$ cat src/rtl/gpio_in_conditioner_if.sv
// Bus bundle between the switch conditioner and the core side.
// The interrupt signals exist only when GPIO_IN_IRQ_EN is defined.
interface gpio_in_conditioner_if #(
    parameter int WIDTH = 9
);
    logic [WIDTH-1:0] gpio_raw;
    logic [WIDTH-1:0] gpio_o;
    logic [WIDTH-1:0] rise_o;
    logic [WIDTH-1:0] fall_o;
    logic [WIDTH-1:0] clr_i;
    logic             changed_o;
`ifdef GPIO_IN_IRQ_EN
    logic [WIDTH-1:0] irq_mask_i;
    logic             irq_o;

    modport master (
        output gpio_raw, clr_i, irq_mask_i,
        input  gpio_o, rise_o, fall_o, changed_o, irq_o
    );
    modport slave (
        input  gpio_raw, clr_i, irq_mask_i,
        output gpio_o, rise_o, fall_o, changed_o, irq_o
    );
`else
    modport master (
        output gpio_raw, clr_i,
        input  gpio_o, rise_o, fall_o, changed_o
    );
    modport slave (
        input  gpio_raw, clr_i,
        output gpio_o, rise_o, fall_o, changed_o
    );
`endif
endinterface

$ cat src/rtl/gpio_in_conditioner.sv
// Switch conditioner: 2-flop synchroniser, per-bit debounce, sticky rise/fall flags (W1C).
// Define GPIO_IN_IRQ_EN to add the masked interrupt output.
module gpio_in_conditioner #(
    parameter int WIDTH           = 9,
    parameter int DEBOUNCE_CYCLES = 50000
) (
    input  logic                 clk,
    input  logic                 rst,
    gpio_in_conditioner_if.slave bus
);
    localparam int               CNT_W    = $clog2(DEBOUNCE_CYCLES + 1);
    localparam logic [CNT_W-1:0] CNT_LAST = CNT_W'(DEBOUNCE_CYCLES - 1);

    logic [WIDTH-1:0] sync1;
    logic [WIDTH-1:0] sync2;
    logic [WIDTH-1:0] level;
    logic [WIDTH-1:0] level_nxt;
    logic [CNT_W-1:0] cnt     [WIDTH];
    logic [CNT_W-1:0] cnt_nxt [WIDTH];
    logic [WIDTH-1:0] rise_q;
    logic [WIDTH-1:0] fall_q;
    logic [WIDTH-1:0] rise_nxt;
    logic [WIDTH-1:0] fall_nxt;
    logic [WIDTH-1:0] rise_set;
    logic [WIDTH-1:0] fall_set;
    logic             changed_q;

    always_ff @(posedge clk or negedge rst) begin
        if (!rst) begin
            sync1 <= '0;
            sync2 <= '0;
        end else begin
            sync1 <= bus.gpio_raw;
            sync2 <= sync1;
        end
    end

    // Counter only runs while the synchronised input disagrees with the accepted level.
    always_comb begin
        level_nxt = level;
        cnt_nxt   = '{default: '0};
        for (int i = 0; i < WIDTH; i++) begin
            if (sync2[i] != level[i]) begin
                if (cnt[i] == CNT_LAST) begin
                    level_nxt[i] = sync2[i];
                end else begin
                    cnt_nxt[i] = cnt[i] + CNT_W'(1);
                end
            end
        end
    end

    // A set on the same edge as a clear wins so no event is lost.
    always_comb begin
        rise_set = level_nxt & ~level;
        fall_set = ~level_nxt & level;
        rise_nxt = (rise_q & ~bus.clr_i) | rise_set;
        fall_nxt = (fall_q & ~bus.clr_i) | fall_set;
    end

    always_ff @(posedge clk or negedge rst) begin
        if (!rst) begin
            level     <= '0;
            cnt       <= '{default: '0};
            rise_q    <= '0;
            fall_q    <= '0;
            changed_q <= 1'b0;
        end else begin
            level     <= level_nxt;
            cnt       <= cnt_nxt;
            rise_q    <= rise_nxt;
            fall_q    <= fall_nxt;
            changed_q <= |(rise_q | fall_q);
        end
    end

    assign bus.gpio_o    = level;
    assign bus.rise_o    = rise_q;
    assign bus.fall_o    = fall_q;
    assign bus.changed_o = changed_q;

`ifdef GPIO_IN_IRQ_EN
    logic irq_q;

    always_ff @(posedge clk or negedge rst) begin
        if (!rst) begin
            irq_q <= 1'b0;
        end else begin
            irq_q <= |((rise_q | fall_q) & bus.irq_mask_i);
        end
    end

    assign bus.irq_o = irq_q;
`endif
endmodule

$ cat src/flat_wrapper.sv
// flat-port wrapper written by rule: the top's interface ports become plain ports
module gpio_in_conditioner_flat 
#(
    parameter int WIDTH           = 9,
    parameter int DEBOUNCE_CYCLES = 50000
)
  (clk, rst, bus_gpio_raw, bus_clr_i, bus_gpio_o, bus_rise_o, bus_fall_o, bus_changed_o);
  gpio_in_conditioner_if #(.WIDTH(WIDTH)) bus_i ();
  input  logic clk;
  input  logic rst;
  input wire logic [$bits(bus_i.gpio_raw)-1:0] bus_gpio_raw;
  input wire logic [$bits(bus_i.clr_i)-1:0] bus_clr_i;
  output wire logic [$bits(bus_i.gpio_o)-1:0] bus_gpio_o;
  output wire logic [$bits(bus_i.rise_o)-1:0] bus_rise_o;
  output wire logic [$bits(bus_i.fall_o)-1:0] bus_fall_o;
  output wire logic [$bits(bus_i.changed_o)-1:0] bus_changed_o;
  assign bus_i.gpio_raw = bus_gpio_raw;
  assign bus_i.clr_i = bus_clr_i;
  assign bus_gpio_o = bus_i.gpio_o;
  assign bus_rise_o = bus_i.rise_o;
  assign bus_fall_o = bus_i.fall_o;
  assign bus_changed_o = bus_i.changed_o;
  gpio_in_conditioner #(.WIDTH(WIDTH), .DEBOUNCE_CYCLES(DEBOUNCE_CYCLES)) u_core (.clk(clk), .rst(rst), .bus(bus_i));
endmodule
$ cat config.mk
export PLATFORM = sky130hd
export DESIGN_NAME = gpio_in_conditioner_flat
export DESIGN_NICKNAME = d
export VERILOG_FILES = /design/src/rtl/gpio_in_conditioner_if.sv /design/src/rtl/gpio_in_conditioner.sv /design/src/flat_wrapper.sv
export SDC_FILE = /design/constraint.sdc
export NUM_CORES = 1
export LEC_CHECK = 0
export ABC_CLOCK_PERIOD_IN_PS = 2540
export CAP_MARGIN = 10
export CELL_PAD_IN_SITES_DETAIL_PLACEMENT = 0
export CELL_PAD_IN_SITES_GLOBAL_PLACEMENT = 1
export CORE_ASPECT_RATIO = 0.6
export CORE_MARGIN = 2
export CORE_UTILIZATION = 48
export CTS_CLUSTER_DIAMETER = 40
export DETAILED_ROUTE_END_ITERATION = 6
export GPL_TIMING_DRIVEN = 0
export PLACE_DENSITY_LB_ADDON = 0.1
export SLEW_MARGIN = 20
export SYNTH_ARGS = -nofsm -noshare
export SYNTH_HDL_FRONTEND = slang
export SYNTH_SLANG_ARGS = --single-unit
$ cat constraint.sdc
create_clock -name clk -period 2.54 [get_ports clk]
set_input_delay 0.762 -clock clk [delete_from_list [all_inputs] [get_ports clk]]
set_output_delay 0.762 -clock clk [all_outputs]
set_load 0.01 [all_outputs]
; Word-level counts from Yosys, hierarchy flattened
; Index checks and enable logic that the tools add are counted.
[totals]
reg_bits = 190
input_bits = 20
output_inout_bits = 28
elab_cells = 89
[classes]
add_sub_neg = 9
eq_ne = 18
n_mux = 36
n_bitwise = 10
n_reduce_logical = 1
[ops]
columns = operator, n
row1 = 16-bit 2-to-1 mux, 18
row2 = "16-bit by 1-bit adder with 16-bit output, second input constant", 9
row3 = "16-bit == test, second input constant", 9
row4 = 9-bit AND, 4
row5 = 9-bit inverter, 3
row6 = 9-bit OR, 3
row7 = 1-bit 2-to-1 mux, 18
row8 = 1-bit inequality test, 9
row9 = 9-bit OR reduction, 1

; Logic depth before layout (Yosys ltp)
[depth]
ltp_word = 6
depth_mapped = 6
mapped_depth_nobuf = 5

; Worst setup path after synthesis
; Ideal clock, no wire load.
[synth_path]
kind = register to register
start = register u_core.cnt[135] (netlist name)
end = register u_core.level[0], in the netlist u_core.bus.gpio_o[0]
setup_time_ns = 0.125
arrival_time_ns = 1.794
required_ns = 2.415
setup_slack_ns = 0.621
stages_incl_launch_ff = 4
n_path_buf = 0
synth_period_minus_slack_ns = 1.919
cell_sequence = dfrtp_1 or4b_1 or4_4 mux2_4
[synth_between]
elab_chain_cells = 3
[synth_rtl]
columns = element, line_no
row1 = "start, declared", gpio_in_conditioner.sv:18  ; logic [CNT_W-1:0] cnt [WIDTH];
row2 = "start signal, assigned", gpio_in_conditioner.sv:70  ; cnt <= cnt_nxt;
row3 = 16-bit == test, gpio_in_conditioner.sv:44  ; if (cnt[i] == CNT_LAST) begin
row4 = 1-bit 2-to-1 mux, gpio_in_conditioner.sv:44
row5 = 1-bit 2-to-1 mux, gpio_in_conditioner.sv:43  ; if (sync2[i] != level[i]) begin
row6 = net u_core.level_nxt[0], gpio_in_conditioner.sv:17  ; logic [WIDTH-1:0] level_nxt;
row7 = "end signal, assigned", gpio_in_conditioner.sv:69  ; level <= level_nxt;
row8 = "end, declared", gpio_in_conditioner.sv:16  ; logic [WIDTH-1:0] level;
; The timed path passes the listed nets, and every way through them passes these cells.

; Final worst setup path
[layout_path]
start = register u_core.rise_q[8], in the netlist u_core.bus.rise_o[8]
end = output port bus_rise_o[8]
[layout_lines]
columns = element, line_no
row1 = "start, declared", gpio_in_conditioner.sv:20  ; logic [WIDTH-1:0] rise_q;
row2 = "start signal, assigned", gpio_in_conditioner.sv:71  ; rise_q <= rise_nxt;
row3 = "end, declared", flat_wrapper.sv:14  ; output wire logic [$bits(bus_i.rise_o)-1:0] bus_rise_o;
; No word-level cell between the ends.

==> impl_metrics.tcl <==
set metrics [dict create \
    status "completed" \
    cts_max_level 4 \
    first_pass_iters 5 \
    worst_clock_skew_ns 0.0116 \
    seq_area_frac_synth_pct 54.7 \
    finalWorstPathRequiredPeriod_ns 2.24 \
    grt_util_all_layers_pct 20.0 \
    p_leak_nw 4.01 \
    drive_gt1_share_pct 6.51 \
    wirelength_um 17700 \
    portBuffers 47 \
    synth_area_per_cell_um2 10.4 \
    rsz0062_at_grt "false" \
    coreArea_um2 17900 \
    die_area_um2 19200 \
    ios 48 \
    path_buf_inv 1 \
    path_max_fanout 3 \
    antenna_found_initial 0 \
    yosys_warnings 0 \
    start_kind "flop" \
    cts_buffers 17 \
    dp_hpwl_um 12500 \
    timing.fmax_ghz 0.446 \
    fin_ws_ns 0.300 \
    hold_path_class "input port to asynchronous set/reset pin" \
    drt_iter0_markers 453 \
    cts_tree "yes" \
    report.final.slew_viol_count 0 \
    dp_slack_ns 0.316 \
    ant_nets 0 \
    gp_congestion 0.841 \
    ir_worst_vdd_mv 0.507 \
    holdBufCountCts 0 \
    cts_resized 0 \
    cp.arrival_ns 1.48 \
    crit_required_ns 1.78 \
    grt_max_degree 85 \
    synthToLayoutAreaGrowth_pct 16.3 \
    grt_remaining_overflow 0 \
    drcViolationCount 0 \
    drv_cap 0 \
    worstSetupPathType "flop to output pin" \
    path_clk_slew_ns 0.07 \
    fill_cells 1558 \
    clock_sinks 190 \
    antenna_cells 0 \
    fin_tns_setup_ns 0 \
    setup_violations 0 \
    power.total_mw 6.03 \
    endpoint_kind "output pin" \
    syn-instance-count 840 \
    routed_via_density 5.35 \
    rows 38 \
    grt_pass1_vias 5963 \
    synthDistinctLibCells 33 \
    start_util_pct 48.5 \
    worst_pin_slew_ns 0.495 \
    grt_pass1_wl_um 30500 \
    synth_seq_cells 190 \
    dp.cells 1129 \
    seqCellArea_um2 4750 \
    syn_area_um2 8700 \
    final_hold_viol_count 0 \
    max_stage_delay_ns 0.59 \
    cts_buffer_depth 2 \
    cts_setup_buffers 0 \
    timing.slew.headroom_pct 67.0 \
    path_delay_family "buffers and inverters" \
    die_h_um 108 \
    syn_nets 869 \
    instances_no_fill 1161 \
    multiInputGateArea_um2 3700 \
    post-route-period-util_pct 88.2 \
    crit_path_top_delay_cell "clkdlybuf4s50_1" \
    powerDensity_nw_per_um2 597 \
    wl_per_cell_um 15.2 \
    cts_root_buffer "clkbuf_16" \
    die_w_um 178 \
    nets 937 \
    vias 6206 \
    cp_cell_sequence "clkdlybuf4s50_1" \
    clock_latency_ns 0.43 \
]
## logic make-up after synthesis
logic type,after synthesis,share of synthesized area (%)
adders and majority gates,9,1.29
DFF,190,54.7
xor gates and xnor gates,125,12.6
buffers and inverters,57,2.81
muxes,8,1.21
and+or+nand+nor,422,25.4
AOI/OAI and AO/OA,29,2.07
## cell usage in the layout, fill, tap and decap left out, drive strengths merged
cell type      instances
o21ai                  1
dfrtp                190
inv                   49
nor4bb                10
buf                    8
nand3b                 4
xnor2                107
and4                   2
nor3                  29
nor4                  40
nand3                 45
nand2                 45
a31o                   2
xor2                  18
nor2                 151
o32ai                  2
a21oi                  8
o22ai                 16
mux2                   8
ha                     9
or4b                   8
and3                  16
or4                    5
clkdlybuf4s50         46
bufinv                 2
clkinvlp               3
nand4b                 1
nand2b                16
nor4b                  5
clkbuf                26
nand4                 45
clkinv                 4
## metrics by stage
stage / hold slack (ns) / util, % / instance area [µm²]
final: 0.246 / 56.4 / 10100
after global routing: 0.252 / 56.4 / 10100
after CTS: 0.240 / 56.4 / 10100
after detailed placement: 0.336 / 53.2 / 9530
after global placement: 0.332 / 52.8 / 9470
after floorplan: 0.331 / - / 8700
## synth_stat cells
| master | count | area, µm² |
|---|---|---|
| nand2b_1 | 16 | 100 |
| o21ai_0 | 1 | 5.00 |
| nor4_1 | 40 | 250 |
| clkbuf_1 | 8 | 30.0 |
| or4b_1 | 8 | 80.1 |
| nor2_1 | 151 | 567 |
| ha_1 | 9 | 113 |
| mux2_2 | 4 | 45.0 |
| buf_1 | 1 | 3.75 |
| o22ai_1 | 16 | 100 |
| and3_2 | 4 | 30.0 |
| xor2_1 | 18 | 158 |
| or4_4 | 4 | 45.0 |
| mux2_4 | 4 | 60.1 |
| xnor2_1 | 107 | 937 |
| a21oi_1 | 8 | 40.0 |
| nand2_1 | 41 | 154 |
| nor3_1 | 29 | 145 |
| nand4_1 | 45 | 282 |
| inv_1 | 44 | 165 |
| dfrtp_1 | 190 | 4750 |
| and4_1 | 2 | 17.5 |
| o32ai_1 | 2 | 17.5 |
| nand3b_1 | 4 | 30.0 |
| a31o_2 | 2 | 17.5 |
| or4_1 | 1 | 7.51 |
| nand3_1 | 45 | 225 |
| nor4bb_1 | 10 | 100 |
| nor4b_1 | 5 | 43.8 |
| nand2_4 | 4 | 45.0 |
| and3_1 | 12 | 75.1 |
| nand4b_1 | 1 | 8.76 |
| buf_6 | 4 | 45.0 |
## per-layer routing
metal	global-route usage (%)	share of wire, %
met1	30.4	52
met2	29.5	44
met3	3.34	2.9
met4	6.03	1.1
met5	0	0
## layout make-up
type                       count  area share (%)
buffer                        13           0.779
clock buffer                  18            4.24
clock inverter                14            1.57
inverter                      44            1.63
multi-input combinational    593            36.6
sequential                   190            47.0
tap                          240            2.97
timing repair buffer          49            5.24
## state kept, by name (all words and copies together), names as in the netlist
signal and count:
u_core.bus.changed_o 1, u_core.bus.fall_o 9, u_core.bus.gpio_o 9, u_core.bus.rise_o 9, u_core.cnt 144, u_core.sync1 9, u_core.sync2 9
## report_power, final
part           switching (mW)  leakage, nW  total (mW)  internal [mW]
clock                    1.22        0.281        2.69           1.47
combinational           0.138         1.13       0.224         0.0863
sequential             0.0482         2.59        3.12           3.07
total                    1.40         4.01        6.03           4.63
## path summary, 6_finish.rpt
kind / depth (start not counted) / slack, ns / end / startpoint
min in group clk: 0 / 0.35 / u_core.sync2[8]$_DFF_PN0_ / u_core.sync1[8]$_DFF_PN0_
setup reg to reg: 6 / 0.32 / u_core.cnt[10]$_DFF_PN0_ / u_core.cnt[0]$_DFF_PN0_
hold reg to reg: 0 / 0.35 / u_core.sync2[8]$_DFF_PN0_ / u_core.sync1[8]$_DFF_PN0_
hold / removal: 1 / 0.25 / u_core.cnt[103]$_DFF_PN0_ / rst
max in group asynchronous: 2 / 1.56 / u_core.cnt[77]$_DFF_PN0_ / rst
setup / recovery: 1 / 0.30 / bus_rise_o[8] / u_core.bus.rise_o[8]$_DFF_PN0_
Power figures use the tool's default switching activity.
